--- src/rtl/button_cmd_arbiter_pkg.sv ---
// ---------------------------------------------------------------------------
// button_ctrl_pkg : shared types and constants for the button command arbiter
// Revision 1.0
// ---------------------------------------------------------------------------
`default_nettype none

package button_ctrl_pkg;

  typedef enum logic [1:0] {
    ST_IDLE  = 2'd0,
    ST_ISSUE = 2'd1,
    ST_WAIT  = 2'd2
  } state_t;

  localparam int              DROP_W   = 8;
  localparam logic [DROP_W-1:0] DROP_SAT = 8'd255;

  // cmd_id width; never collapses to zero bits
  function automatic int id_width(input int num_btn);
    return (num_btn > 1) ? $clog2(num_btn) : 1;
  endfunction

endpackage

`default_nettype wire

--- src/rtl/button_cmd_arbiter_if.sv ---
// ---------------------------------------------------------------------------
// button_cmd_arbiter_if : button pulses in, command handshake and status out
// Revision 1.0
// ---------------------------------------------------------------------------
`default_nettype none

interface button_cmd_arbiter_if #(
  parameter int NUM_BTN = 4
);
  import button_ctrl_pkg::*;

  localparam int ID_W = id_width(NUM_BTN);

  logic [NUM_BTN-1:0] btn_pulse;
  logic               cmd_valid;
  logic [ID_W-1:0]    cmd_id;
  logic               cmd_ready;
  logic               op_done;
  logic               busy;
  logic               timeout_err;
  logic [DROP_W-1:0]  drop_cnt;

  modport slave (
    input  btn_pulse, cmd_ready, op_done,
    output cmd_valid, cmd_id, busy, timeout_err, drop_cnt
  );

  modport master (
    output btn_pulse, cmd_ready, op_done,
    input  cmd_valid, cmd_id, busy, timeout_err, drop_cnt
  );

endinterface

`default_nettype wire

--- src/rtl/button_cmd_arbiter_rr.sv ---
// ---------------------------------------------------------------------------
// rr_arbiter : combinational round-robin pick starting after last_grant
// Revision 1.0
// ---------------------------------------------------------------------------
`default_nettype none

module rr_arbiter
  import button_ctrl_pkg::*;
#(
  parameter int NUM_BTN = 4,
  parameter int ID_W    = id_width(NUM_BTN)
) (
  input  logic [NUM_BTN-1:0] req,
  input  logic [ID_W-1:0]    last_grant,
  output logic [ID_W-1:0]    grant,
  output logic               any_req
);

  logic found;
  int   idx;

  // walk last_grant+1 .. last_grant+NUM_BTN modulo NUM_BTN, keep the first hit
  always_comb begin
    grant = '0;
    found = 1'b0;
    idx   = 0;
    for (int k = 1; k <= NUM_BTN; k++) begin
      idx = (int'(last_grant) + k) % NUM_BTN;
      if (!found && req[ID_W'(idx)]) begin
        found = 1'b1;
        grant = ID_W'(idx);
      end
    end
  end

  assign any_req = |req;

endmodule

`default_nettype wire

--- src/rtl/button_cmd_arbiter.sv ---
// ---------------------------------------------------------------------------
// button_cmd_arbiter : queues button presses, issues them one at a time
// Revision 1.0
// ---------------------------------------------------------------------------
`default_nettype none

module button_cmd_arbiter
  import button_ctrl_pkg::*;
#(
  parameter int NUM_BTN     = 4,
  parameter int TIMEOUT_CYC = 50_000_000
) (
  input  logic                 clk_50MHz,
  input  logic                 rst,
  button_cmd_arbiter_if.slave  bus
);

  localparam int                ID_W      = id_width(NUM_BTN);
  localparam int                TMR_W     = $clog2(TIMEOUT_CYC + 1);
  localparam int                SUM_W     = DROP_W + 1;
  localparam logic [TMR_W-1:0]  TMR_LAST  = TMR_W'(TIMEOUT_CYC - 1);
  localparam logic [ID_W-1:0]   GRANT_RST = ID_W'(NUM_BTN - 1);

  state_t             state, state_nxt;
  logic [NUM_BTN-1:0] pending, pending_nxt, clr_vec, drop_vec;
  logic [ID_W-1:0]    last_grant, last_grant_nxt;
  logic [ID_W-1:0]    cmd_id_r, cmd_id_nxt;
  logic               cmd_valid_r, cmd_valid_nxt;
  logic [TMR_W-1:0]   timer, timer_nxt;
  logic               timeout_r, timeout_nxt;
  logic [DROP_W-1:0]  drop_r, drop_nxt;
  logic [SUM_W-1:0]   drop_sum;
  logic [ID_W-1:0]    rr_grant;
  logic               rr_any;
  logic               accept;
  logic               tmr_expire;

  rr_arbiter #(
    .NUM_BTN    (NUM_BTN),
    .ID_W       (ID_W)
  ) u_rr (
    .req        (pending),
    .last_grant (last_grant),
    .grant      (rr_grant),
    .any_req    (rr_any)
  );

  assign accept     = (state == ST_ISSUE) && cmd_valid_r && bus.cmd_ready;
  assign tmr_expire = (timer == TMR_LAST);

  // a new press on the bit being cleared this cycle survives (set wins)
  assign clr_vec     = accept ? (NUM_BTN'(1) << cmd_id_r) : '0;
  assign drop_vec    = bus.btn_pulse & pending & ~clr_vec;
  assign pending_nxt = (pending & ~clr_vec) | bus.btn_pulse;

  always_ff @(posedge clk_50MHz) begin
    if (rst) begin
      state       <= ST_IDLE;
      pending     <= '0;
      last_grant  <= GRANT_RST;
      cmd_id_r    <= '0;
      cmd_valid_r <= 1'b0;
      timer       <= '0;
      timeout_r   <= 1'b0;
      drop_r      <= '0;
    end else begin
      state       <= state_nxt;
      pending     <= pending_nxt;
      last_grant  <= last_grant_nxt;
      cmd_id_r    <= cmd_id_nxt;
      cmd_valid_r <= cmd_valid_nxt;
      timer       <= timer_nxt;
      timeout_r   <= timeout_nxt;
      drop_r      <= drop_nxt;
    end
  end

  always_comb begin
    state_nxt = state;
    case (state)
      ST_IDLE:  if (rr_any) state_nxt = ST_ISSUE;
      ST_ISSUE: if (accept) state_nxt = ST_WAIT;
      ST_WAIT:  if (bus.op_done || tmr_expire) state_nxt = ST_IDLE;
      default:  state_nxt = ST_IDLE;
    endcase
  end

  always_comb begin
    cmd_valid_nxt  = (state_nxt == ST_ISSUE);
    cmd_id_nxt     = ((state == ST_IDLE) && rr_any) ? rr_grant : cmd_id_r;
    last_grant_nxt = accept ? cmd_id_r : last_grant;
    timer_nxt      = (state == ST_WAIT) ? timer + TMR_W'(1) : '0;
    // op_done in the expiry cycle takes priority over the timeout
    timeout_nxt    = timeout_r | ((state == ST_WAIT) && !bus.op_done && tmr_expire);
    drop_sum       = SUM_W'(drop_r);
    for (int i = 0; i < NUM_BTN; i++) begin
      drop_sum = drop_sum + SUM_W'(drop_vec[i]);
    end
    drop_nxt = (drop_sum > SUM_W'(DROP_SAT)) ? DROP_SAT : drop_sum[DROP_W-1:0];
  end

  assign bus.busy        = (state != ST_IDLE);
  assign bus.cmd_valid   = cmd_valid_r;
  assign bus.cmd_id      = cmd_id_r;
  assign bus.timeout_err = timeout_r;
  assign bus.drop_cnt    = drop_r;

endmodule

`default_nettype wire

--- src/flat_wrapper.sv ---
// flat-port wrapper written by rule: the top's interface ports become plain ports
module button_cmd_arbiter_flat import button_ctrl_pkg::*;
#(
  parameter int NUM_BTN     = 4,
  parameter int TIMEOUT_CYC = 50_000_000
)
  (clk_50MHz, rst, bus_btn_pulse, bus_cmd_ready, bus_op_done, bus_cmd_valid, bus_cmd_id, bus_busy, bus_timeout_err, bus_drop_cnt);
  button_cmd_arbiter_if #(.NUM_BTN(NUM_BTN)) bus_i ();
  input  logic clk_50MHz;
  input  logic rst;
  input wire logic [$bits(bus_i.btn_pulse)-1:0] bus_btn_pulse;
  input wire logic [$bits(bus_i.cmd_ready)-1:0] bus_cmd_ready;
  input wire logic [$bits(bus_i.op_done)-1:0] bus_op_done;
  output wire logic [$bits(bus_i.cmd_valid)-1:0] bus_cmd_valid;
  output wire logic [$bits(bus_i.cmd_id)-1:0] bus_cmd_id;
  output wire logic [$bits(bus_i.busy)-1:0] bus_busy;
  output wire logic [$bits(bus_i.timeout_err)-1:0] bus_timeout_err;
  output wire logic [$bits(bus_i.drop_cnt)-1:0] bus_drop_cnt;
  assign bus_i.btn_pulse = bus_btn_pulse;
  assign bus_i.cmd_ready = bus_cmd_ready;
  assign bus_i.op_done = bus_op_done;
  assign bus_cmd_valid = bus_i.cmd_valid;
  assign bus_cmd_id = bus_i.cmd_id;
  assign bus_busy = bus_i.busy;
  assign bus_timeout_err = bus_i.timeout_err;
  assign bus_drop_cnt = bus_i.drop_cnt;
  button_cmd_arbiter #(.NUM_BTN(NUM_BTN), .TIMEOUT_CYC(TIMEOUT_CYC)) u_core (.clk_50MHz(clk_50MHz), .rst(rst), .bus(bus_i));
endmodule
--- config.mk ---
export PLATFORM = sky130hd
export DESIGN_NAME = button_cmd_arbiter_flat
export DESIGN_NICKNAME = d
export VERILOG_FILES = /design/src/rtl/button_cmd_arbiter_pkg.sv /design/src/rtl/button_cmd_arbiter_if.sv /design/src/rtl/button_cmd_arbiter_rr.sv /design/src/rtl/button_cmd_arbiter.sv /design/src/flat_wrapper.sv
export SDC_FILE = /design/constraint.sdc
export NUM_CORES = 1
export LEC_CHECK = 0
export CAP_MARGIN = 10
export CORE_UTILIZATION = 38
export CTS_BUF_LIST = sky130_fd_sc_hd__clkbuf_8
export CTS_CLUSTER_SIZE = 25
export DETAILED_ROUTE_END_ITERATION = 8
export DONT_BUFFER_PORTS = 1
export PLACE_DENSITY = 0.54
export SYNTH_ARGS = -nofsm -noshare
export SYNTH_HDL_FRONTEND = slang
export SYNTH_SLANG_ARGS = --single-unit
export TNS_END_PERCENT = 50
--- constraint.sdc ---
create_clock -name clk_50MHz -period 6.9 [get_ports clk_50MHz]
set_input_delay 1.38 -clock clk_50MHz [delete_from_list [all_inputs] [get_ports clk_50MHz]]
set_output_delay 1.38 -clock clk_50MHz [all_outputs]
set_load 0.01 [all_outputs]
# Yosys cells after proc, flatten, opt, wreduce, memory -nomap -nowiden
# Cells that the tools add are included.
# op_classes
addsub,9
order_cmp,5
eq_ne,4
n_shift,1
n_mux,25
bitwise_logic,7
reduce_logical,17
# ops
op,n
$add 9x1->9,3
$add 26x1->26 const B,1
$eq 26x26->1 const B,1
$lt 2x4->1 const B,4
$mux 2,7
$and 4x4->4,3
$mux 1,11
$add 8x1->9,1
$gt 9x8->1 const B,1
$bmux 1 s2,4
$logic_and 1x1->1,8
$mux 8,1
$pmux 2 s3,1
$add 2x1->2 const B,2
$add 2x2->2 const B,2
$eq 2x1->1 const B,2
$logic_not 1->1,4
$mux 4,1
$not 4->4,1
$or 4x4->4,1
$reduce_or 4->1,1
$shl 1x2->4 const A,1
$eq 2x2->1 const B,1
$logic_not 2->1,1
5 further kinds,5
# word_totals
register_bits,46
inputBits,8
output_inout_bits,13
wordCells,76

# Longest topological paths before layout
# Gate-level depths: netlist (run 1).
# logic_depth
word_depth,14
ltp_mapped,11

# Hierarchy
# From an unflattened synthesis (run 1), not the netlist that was laid out.
# unflattened
cells_unflattened,251
area_unflattened_um2,2149.6
# modules_own_cells
mod,n_inst,cells_each,area_each_um2,seq_area_each_um2
button_cmd_arbiter,1,237,2068.2,920.9
rr_arbiter,1,14,81.3,0.0

# Least setup slack after synthesis (run 1)
# OpenSTA, ideal clock, no wires.
# synth_path
path_kind,input to register
start,input port bus_cmd_ready
end,"register u_core.drop_r[7], in the netlist u_core.bus.drop_cnt[7]"
setup_time_ps,131
t_arrival_ps,3563
t_required_ps,6769
path_slack_ps,3205
stages,9
path_buffers,0
cell_sequence,nand4b_1 > or3_1 > nand3_1 > fa_1 > inv_1 > fa_1 > fa_1 > nor4bb_1 > nor3_1
# synth_via
elab_chain_cells,10
# synth_lines
element,line_no,rtl
start: declaration,flat_wrapper.sv:12,input wire logic [$bits(bus_i.cmd_ready)-1:0] bus_cmd_ready;
$logic_and 1x1->1 *,button_cmd_arbiter.sv:48,assign accept = (state == ST_ISSUE) && cmd_valid_r && bus.cmd_ready;
$mux 4 *,button_cmd_arbiter.sv:52,assign clr_vec = accept ? (NUM_BTN'(1) << cmd_id_r) : '0;
$not 4->4 *,button_cmd_arbiter.sv:53,assign drop_vec = bus.btn_pulse & pending & ~clr_vec;
$and 4x4->4 *,button_cmd_arbiter.sv:53,
$add 8x1->9,button_cmd_arbiter.sv:97,drop_sum = drop_sum + SUM_W'(drop_vec[i]);
$add 9x1->9 (2 in series),button_cmd_arbiter.sv:97,
$add 9x1->9 *,button_cmd_arbiter.sv:97,
$gt 9x8->1,button_cmd_arbiter.sv:99,drop_nxt = (drop_sum > SUM_W'(DROP_SAT)) ? DROP_SAT : drop_sum[DROP_W-1:0];
$mux 8 *,button_cmd_arbiter.sv:99,
end signal: assignment,button_cmd_arbiter.sv:74,drop_r <= drop_nxt;
end: declaration,button_cmd_arbiter.sv:31,"logic [DROP_W-1:0] drop_r, drop_nxt;"
# Every way passes the cells marked *; elsewhere a longest branch is shown, timed or not.
# A chain may end at the register's enable or synchronous reset.

# Final worst setup path (run 1)
# Ends and elaborated chain as after synthesis.

==> impl_results.md, run 1 <==
* Final Max Slew Viols at 0
* Max-Slew Margin vs Limit at about a quarter
* Sort of element at the end of the critical path: register
* Die boundary height at a little under 80 microns
* Number of DRC violations after detailed-routing iteration 0 at 115
* Number of I/O pins at 21
* Final Hold Violating Endpoints at 0
* Worst setup skew after layout at between 3 and 4 ps
* Global-route met1 utilization at 20.8%
* Data required time of the critical path at ~7000 ps
* Initial antenna violation count at 0
* Port Buf Inserts at 0
* Flops & latches, synth at 46
* Number of placement rows at 27
* Achievable clock frequency at 280 MHz
* Worst-case hold path end point: u_core.timer[0]
* Clock tree root driver cell: clkbuf_8
* Synth Net Count at 266
* Share of the clock period used by the worst path at 51.7%
* Setup repair after global routing missed its margin: no
* DRC Markers at 0
* Hold buffers post-CTS at 0
* Clock-pin slew reported for the worst setup and hold paths after clock tree synthesis at about 80 ps
* Hold-critical path depth at 1
* Fraction of synthesis flops using an asynchronous set or reset pin at 0%
* TritonCTS Buffers at 5
* Routed Antenna Nets at 0
* Maximum number of buffers from clock root to sink at 2
* Average vias per placed instance at 5.35
* Final design utilization at between 40% and 50%
* Post-CTS repair timing setup buffer count at 0
* Most numerous cell in the Yosys netlist: dfxtp_1
* Run status: finished, final reports clean
* Leftover overflow at the end of global routing at 0
* Ys Warns at 0
* Synthesized area divided by synthesized cell count at 8.55 sq um
* Die ar. at 0.00600 sq mm
* Cells resized by post-CTS repair at 0
* Vias in the first global route at 1609
* Largest area contributor in the netlist: dfxtp_1
* Max Fanout on Critical Path at 7
* Met3 usage in global routing at 4.00%
* Nets@finish at 267
* Setup CP Type: input port to register
* Routability congestion estimate at 0.733
* Maximum number of pins on one net before global-route repair at 28
* EDFF count, synth at 0
* Reg2Reg Capture Point: u_core.bus.drop_cnt[7]
* Combined area of all synthesized cells at approximately 0.0022 sq mm
* Leakage power at ~0.00073 uW
* Post-route minimum period at between 3000 and 4000 ps
* DP Worst Slack at 3020 ps
* Worst reg-to-reg setup slack at between 3000 and 4000 ps
* Average wire per cell in the routed design at 12.9 microns
* Launch instance of the worst min-delay path: u_core.timer[0]
* Data arrival time of the critical path at about 3800 ps
* Top cell types by occurrence after synthesis: 46 x dfxtp_1, 29 x nor2_1, 25 x a21oi_1, 17 x nand2_1, 14 x inv_1
* Least-Margin Pin Slew at ~1100 ps
* FF-to-FF path depth at 9
* Area share of the largest cell type after synthesis at 42.6%
* Deepest level of the CTS H-tree at 2
* X dimension of the die at 77.4 microns
* Number of antenna repair diodes at 0
* Wire length of the first global-routing pass at 7450 microns
* Area growth, synth to finish at 7.12%
* Wire length reported by the detailed router at 4220 microns
* Worst-skew pair later-pin latency at 300 ps
* Classification of the worst-slack hold path: register to register
* Number of vias in the routed layout at 1750
* Count of maximum capacitance violations at 0
* Critical path launch point type: input port
* Minimum setup slack in the final design at 3330 ps
* Portion of the post-synthesis area used by sequential elements at 42.6%
* Share of final-layout standard cells stronger than drive strength 1 at 4.71%
* Total negative slack at 0 ps
* Most Crowded Layer GR: met2
* Pre-Repair DR Iteration Count at 4
* Critical R2R Launch: u_core.state[1]
* DP Wirelength at ~2900 microns
* Power density over cell area at 213 mW/mm^2
* CTS tree: yes
* Final setup violation count at 0
* Maximum ir drop on the vdd rail at 0.0941 mV
* Std-Cell Core Area at about 0.0055 sq mm
* Met2 demand-to-capacity share in global routing at 22.9%
* Number of distinct library cells after synthesis at 48
* Leading cell types by total area after synthesis: dfxtp_1 43%, a21oi_1 5.8%, nor2_1 5.0%
* Clock net sink count at 46
* Total global-route track usage at between 10% and 20%
* Post-Synthesis Cells at between 200 and 300
* Most common flop cell mapped by yosys: dfxtp_1
* Initial cell density of the core at between 30% and 40%
state kept, by name, indices dropped and copies added, names as in the netlist:
| name | flops |
|---|---|
| u_core.pending | 4 |
| u_core.last_grant | 2 |
| u_core.timer | 26 |
| u_core.state | 2 |
| u_core.bus.cmd_id | 2 |
| u_core.bus.cmd_valid | 1 |
| u_core.bus.timeout_err | 1 |
| u_core.bus.drop_cnt | 8 |
per-layer routing:
metal | vias up | wire, microns | part of all wire (%)
met5 | - | 0 | 0
met4 | 0 | 76 | 1.8
met3 | 7 | 213 | 5.1
met2 | 33 | 1750 | 41
met1 | 801 | 2180 | 52
li1 | 909 | - | -
worst max-delay path by stage:
stage                                        end           from  slack [ps]
after floorplan           u_core.bus.drop_cnt[7]  bus_cmd_ready        3210
after global placement    u_core.bus.drop_cnt[7]  bus_cmd_ready        3040
after detailed placement  u_core.bus.drop_cnt[7]  bus_cmd_ready        3020
after CTS                 u_core.bus.drop_cnt[7]  bus_cmd_ready        3330
after global routing      u_core.bus.drop_cnt[7]  bus_cmd_ready        3140
final                     u_core.bus.drop_cnt[7]  bus_cmd_ready        3330
layout make-up:
cell class,instances,area (sq um)
flip-flops and latches,46,921
multi-input cells,187,1160
well taps,72,90.1
clock buffers,6,82.6
fillers,551,3190
inverters,14,52.6
clock inverters,2,8.76
kinds of logic (layout without fill, tap and decap cells):
kind of cell	Yosys count	after routing	synth area share (%)
AOI/OAI and AO/OA	58	58	16.0
DFF	46	46	42.6
xor gates and xnor gates	12	12	4.86
buffers and inverters	20	22	3.70
adders and majority gates	5	5	3.94
and+or+nand+nor	112	112	28.9
critical path, cell delays in order:
cell and delay, ps:
nand4b_1 210, or3_1 170, nand3_1 110, fa_1 560, inv_1 50, fa_1 420, fa_1 490, nor4bb_1 290
nor3_1 70
placed cells by master, fill, tap and decap left out, drive strengths merged, types with 2 or more instances in the layout:
cell,n
xnor2,10
nor4bb,2
dfxtp,46
a21oi,25
nand3b,3
inv,15
nand3,12
or4,6
nand2b,3
nor4b,2
o21ai,12
xor2,2
o211ai,2
clkbuf,6
nor2b,2
nand4,6
nor3,8
or3,10
a31oi,3
o31ai,4
fa,3
ha,2
nor2,29
nor3b,2
nand2,17
and3,3
o22ai,3
per-stage QoR:
step | hold slack [ps] | total power [uW] | instance area (sq um) | instances
floorplan | 430 | 324 | 2160 | 253
global placement | 445 | 333 | 2220 | 319
detailed placement | 451 | 332 | 2220 | 319
CTS | 471 | 501 | 2320 | 327
global route | 501 | 520 | 2320 | 327
finish | 467 | 494 | 2320 | 327
power breakdown:
group | switching, uW | internal (uW)
combinational | 19.3 | 15.9
sequential | 15.5 | 275
clock | 89.1 | 79.5
total | 124 | 370
Note: power is estimated with default switching activity, not from simulation.
==> run 2, diff against run 1 <==
==> constraint.sdc (replaced) <==
create_clock -name clk_50MHz -period 3.5 [get_ports clk_50MHz]
set_input_delay 0.7 -clock clk_50MHz [delete_from_list [all_inputs] [get_ports clk_50MHz]]
set_output_delay 0.7 -clock clk_50MHz [all_outputs]
set_load 0.01 [all_outputs]
==> run 2 against run 1 <==
  * Sequential share of layout area decreased by 0.32 points
  * Worst hold slack got worse by 9.0 ps
  * Clock skew increased by 4.5 ps
  * Global-route usage increased by 0.37 points
  * First-iteration DRC count decreased by 43%
==> impl_results.md, run 2 (synthesis results as in run 1) <==
* Run status: finished, final reports clean
* Setup CP Type: register to register
* Std-Cell Core Area at 0.00551 sq mm (unchanged)
* Worst-case hold path end point: u_core.bus.drop_cnt[0]
* Share of the clock period used by the worst path at 82.0%
* Routability congestion estimate at 0.756 (+3.1%)
* Most Frequent Cell on Critical Path: fa_1
* Worst-skew pair later-pin latency at 290 ps (about the same)
* Achievable clock frequency at 348 MHz
* Total negative slack at 0 ps (unchanged)
* Crit-path cells: and4b_1 -> a31oi_1 -> nand2_1 -> fa_1 -> inv_1 -> fa_1 -> fa_1 -> nor4bb_1 -> nor3_1
* Die ar. at 0.00600 sq mm (unchanged)
* Pre-Repair DR Iteration Count at 4 (unchanged)
* Hold buffers post-CTS at 0 (unchanged)
* Sort of element at the end of the critical path: register
* Reg2Reg Capture Point: u_core.bus.drop_cnt[7]
* Number of placement rows at 27 (unchanged)
* Cell area reported after detailed placement at 0.00224 sq mm (+0.68%)
* Critical R2R Launch: u_core.state[1]
* Minimum setup slack in the final design at 630 ps (-2700 ps)
* Post-CTS repair timing setup buffer count at 0 (unchanged)
* Post-route minimum period at 2870 ps
* DP Worst Slack at 320 ps (-2700 ps)
* Nets@finish at 269 (+0.75%)
* Worst setup skew after layout at 8.47 ps (+4.53 ps)
* Average vias per placed instance at 5.38 (+0.47%)
* Highest-delay cell along the critical path: fa_1
* Vias in the first global route at 1622 (+0.81%)
* Fill count at 554 (+0.54%)
* Power density over cell area at 421 mW/mm^2 (+98%)
* Share of final-layout standard cells stronger than drive strength 1 at 5.84% (+1.1 points)
* Maximum number of buffers from clock root to sink at 2 (unchanged)
* Critical Path Start: u_core.state[1]
* Average wire per cell in the routed design at 13.1 microns (+1.7%)
* Wire length reported by the detailed router at 4310 microns (+2.3%)
* Final design instance area without fill at 0.00233 sq mm (+0.81%)
* DRC Markers at 0 (unchanged)
* CTS tree: yes
* Data arrival time of the critical path at 3060 ps (-700 ps)
* Clock-pin slew reported for the worst setup and hold paths after clock tree synthesis at 90 ps (about the same)
* Die boundary height at 77.4 microns (unchanged)
* Hold-critical path depth at 1 (unchanged)
* FF-to-FF path depth at 9 (unchanged)
* Max Fanout on Critical Path at 7 (unchanged)
* Number of vias in the routed layout at 1769 (+1.1%)
* Leading cell type in the layout, fill and taps excluded: dfxtp_1
* Maximum number of pins on one net before global-route repair at 20 (-29%)
* Cells resized by post-CTS repair at 0 (unchanged)
* Wire length of the first global-routing pass at 7710 microns (+3.6%)
* Clock net sink count at 46 (unchanged)
* Total design power at 983 uW (+99%)
* DP Wirelength at 3040 microns (+4.3%)
* Port Buf Inserts at 0 (unchanged)
* Initial cell density of the core at 39.3% (unchanged)
* Max-Slew Margin vs Limit at 68.6% (+43 points)
* Launch instance of the worst min-delay path: rst
* Routed Antenna Nets at 0 (unchanged)
* Number of antenna repair diodes at 0 (unchanged)
* Most frequent cells in the layout: 46 x dfxtp_1, 29 x nor2_1, 25 x a21oi_1
* Final setup violation count at 0 (unchanged)
* Worst reg-to-reg setup slack at 630 ps (-3330 ps)
* Number of I/O pins at 21 (unchanged)
* Number of flip-flops under the largest register name at 26 (unchanged)
* Deepest level of the CTS H-tree at 2 (unchanged)
* TritonCTS Buffers at 5 (unchanged)
* Total global-route track usage at 15.9% (+0.37 points)
* Classification of the worst-slack hold path: input port to register
* Count of maximum capacitance violations at 0 (unchanged)
* Critical path's largest stage delay at 500 ps (-60 ps)
* Final Max Slew Viols at 0 (unchanged)
* Top register by number of flip-flops: u_core.timer
* Critical path launch point type: register
* Maximum ir drop on the vdd rail at 0.175 mV (+85%)
* Setup repair after global routing missed its margin: no
* Area growth, synth to finish at 7.99%
* Leakage power at 0.000731 uW (+0.44%)
* X dimension of the die at 77.4 microns (unchanged)
* Clock tree root driver cell: clkbuf_8
* Leftover overflow at the end of global routing at 0 (unchanged)
* Initial antenna violation count at 0 (unchanged)
* Data required time of the critical path at 3690 ps (-3400 ps)
* Least-Margin Pin Slew at 467 ps (-650 ps)
* Number of DRC violations after detailed-routing iteration 0 at 66 (-43%)
* Final Hold Violating Endpoints at 0 (unchanged)
==> run 2: how the worst max path moves through the flow <==
| stage | slack, ps | endpoint | cells after the start |
|---|---|---|---|
| 6_report | 630 | u_core.bus.drop_cnt[7] | 9 |
| 5_1_grt | 440 | u_core.bus.drop_cnt[7] | 9 |
| 4_1_cts | 620 | u_core.bus.drop_cnt[7] | 9 |
| 3_5_place_dp | 320 | u_core.bus.drop_cnt[7] | 9 |
| 3_3_place_gp | 400 | u_core.bus.drop_cnt[7] | 9 |
| 2_1_floorplan | 490 | u_core.bus.drop_cnt[7] | 9 |
==> run 2: metal layers <==
metal / part of all wire [%] / track usage (%)
met1: 51 / 21.3
met2: 45 / 24.0
met5: 0 / 0
met4: 0.72 / 4.72
met3: 3.9 / 5.29
==> run 2: area by class of cell <==
cell class,instances,area (sq um),area share (%)
multi-input combinational,187,1160,49.7
timing repair buffer,2,15.0,0.643
clock buffer,6,82.6,3.54
clock inverter,2,12.5,0.536
sequential,46,921,39.4
tap,72,90.1,3.86
inverter,14,52.6,2.25
==> run 2: critical path, delay by kind of cell (launching register included) <==
kind	cells	cell delay [ps]
adder cells (fa/ha/maj)	3	1410
AO/OA/AOI/OAI	1	210
AND/OR/NAND/NOR	4	690
buffers and inverters	1	60
flip-flops	1	400
==> run 2: power by group <==
group / total, uW / leakage [uW] / internal [uW] / switching [uW]
clock: 338 / 0.0000472 / 159 / 179
sequential: 572 / 0.000374 / 541 / 30.7
combinational: 73.2 / 0.000311 / 32.9 / 40.3
total: 983 / 0.000731 / 733 / 250
==> run 2: per-stage QoR <==
| stage | utilization (%) | hold slack [ps] | instances |
|---|---|---|---|
| global route | 42.4 | 437 | 329 |
| detailed placement | 40.7 | 452 | 321 |
| CTS | 42.4 | 448 | 329 |
| floorplan | - | 430 | 253 |
| finish | 42.4 | 458 | 329 |
| global placement | 40.7 | 445 | 321 |
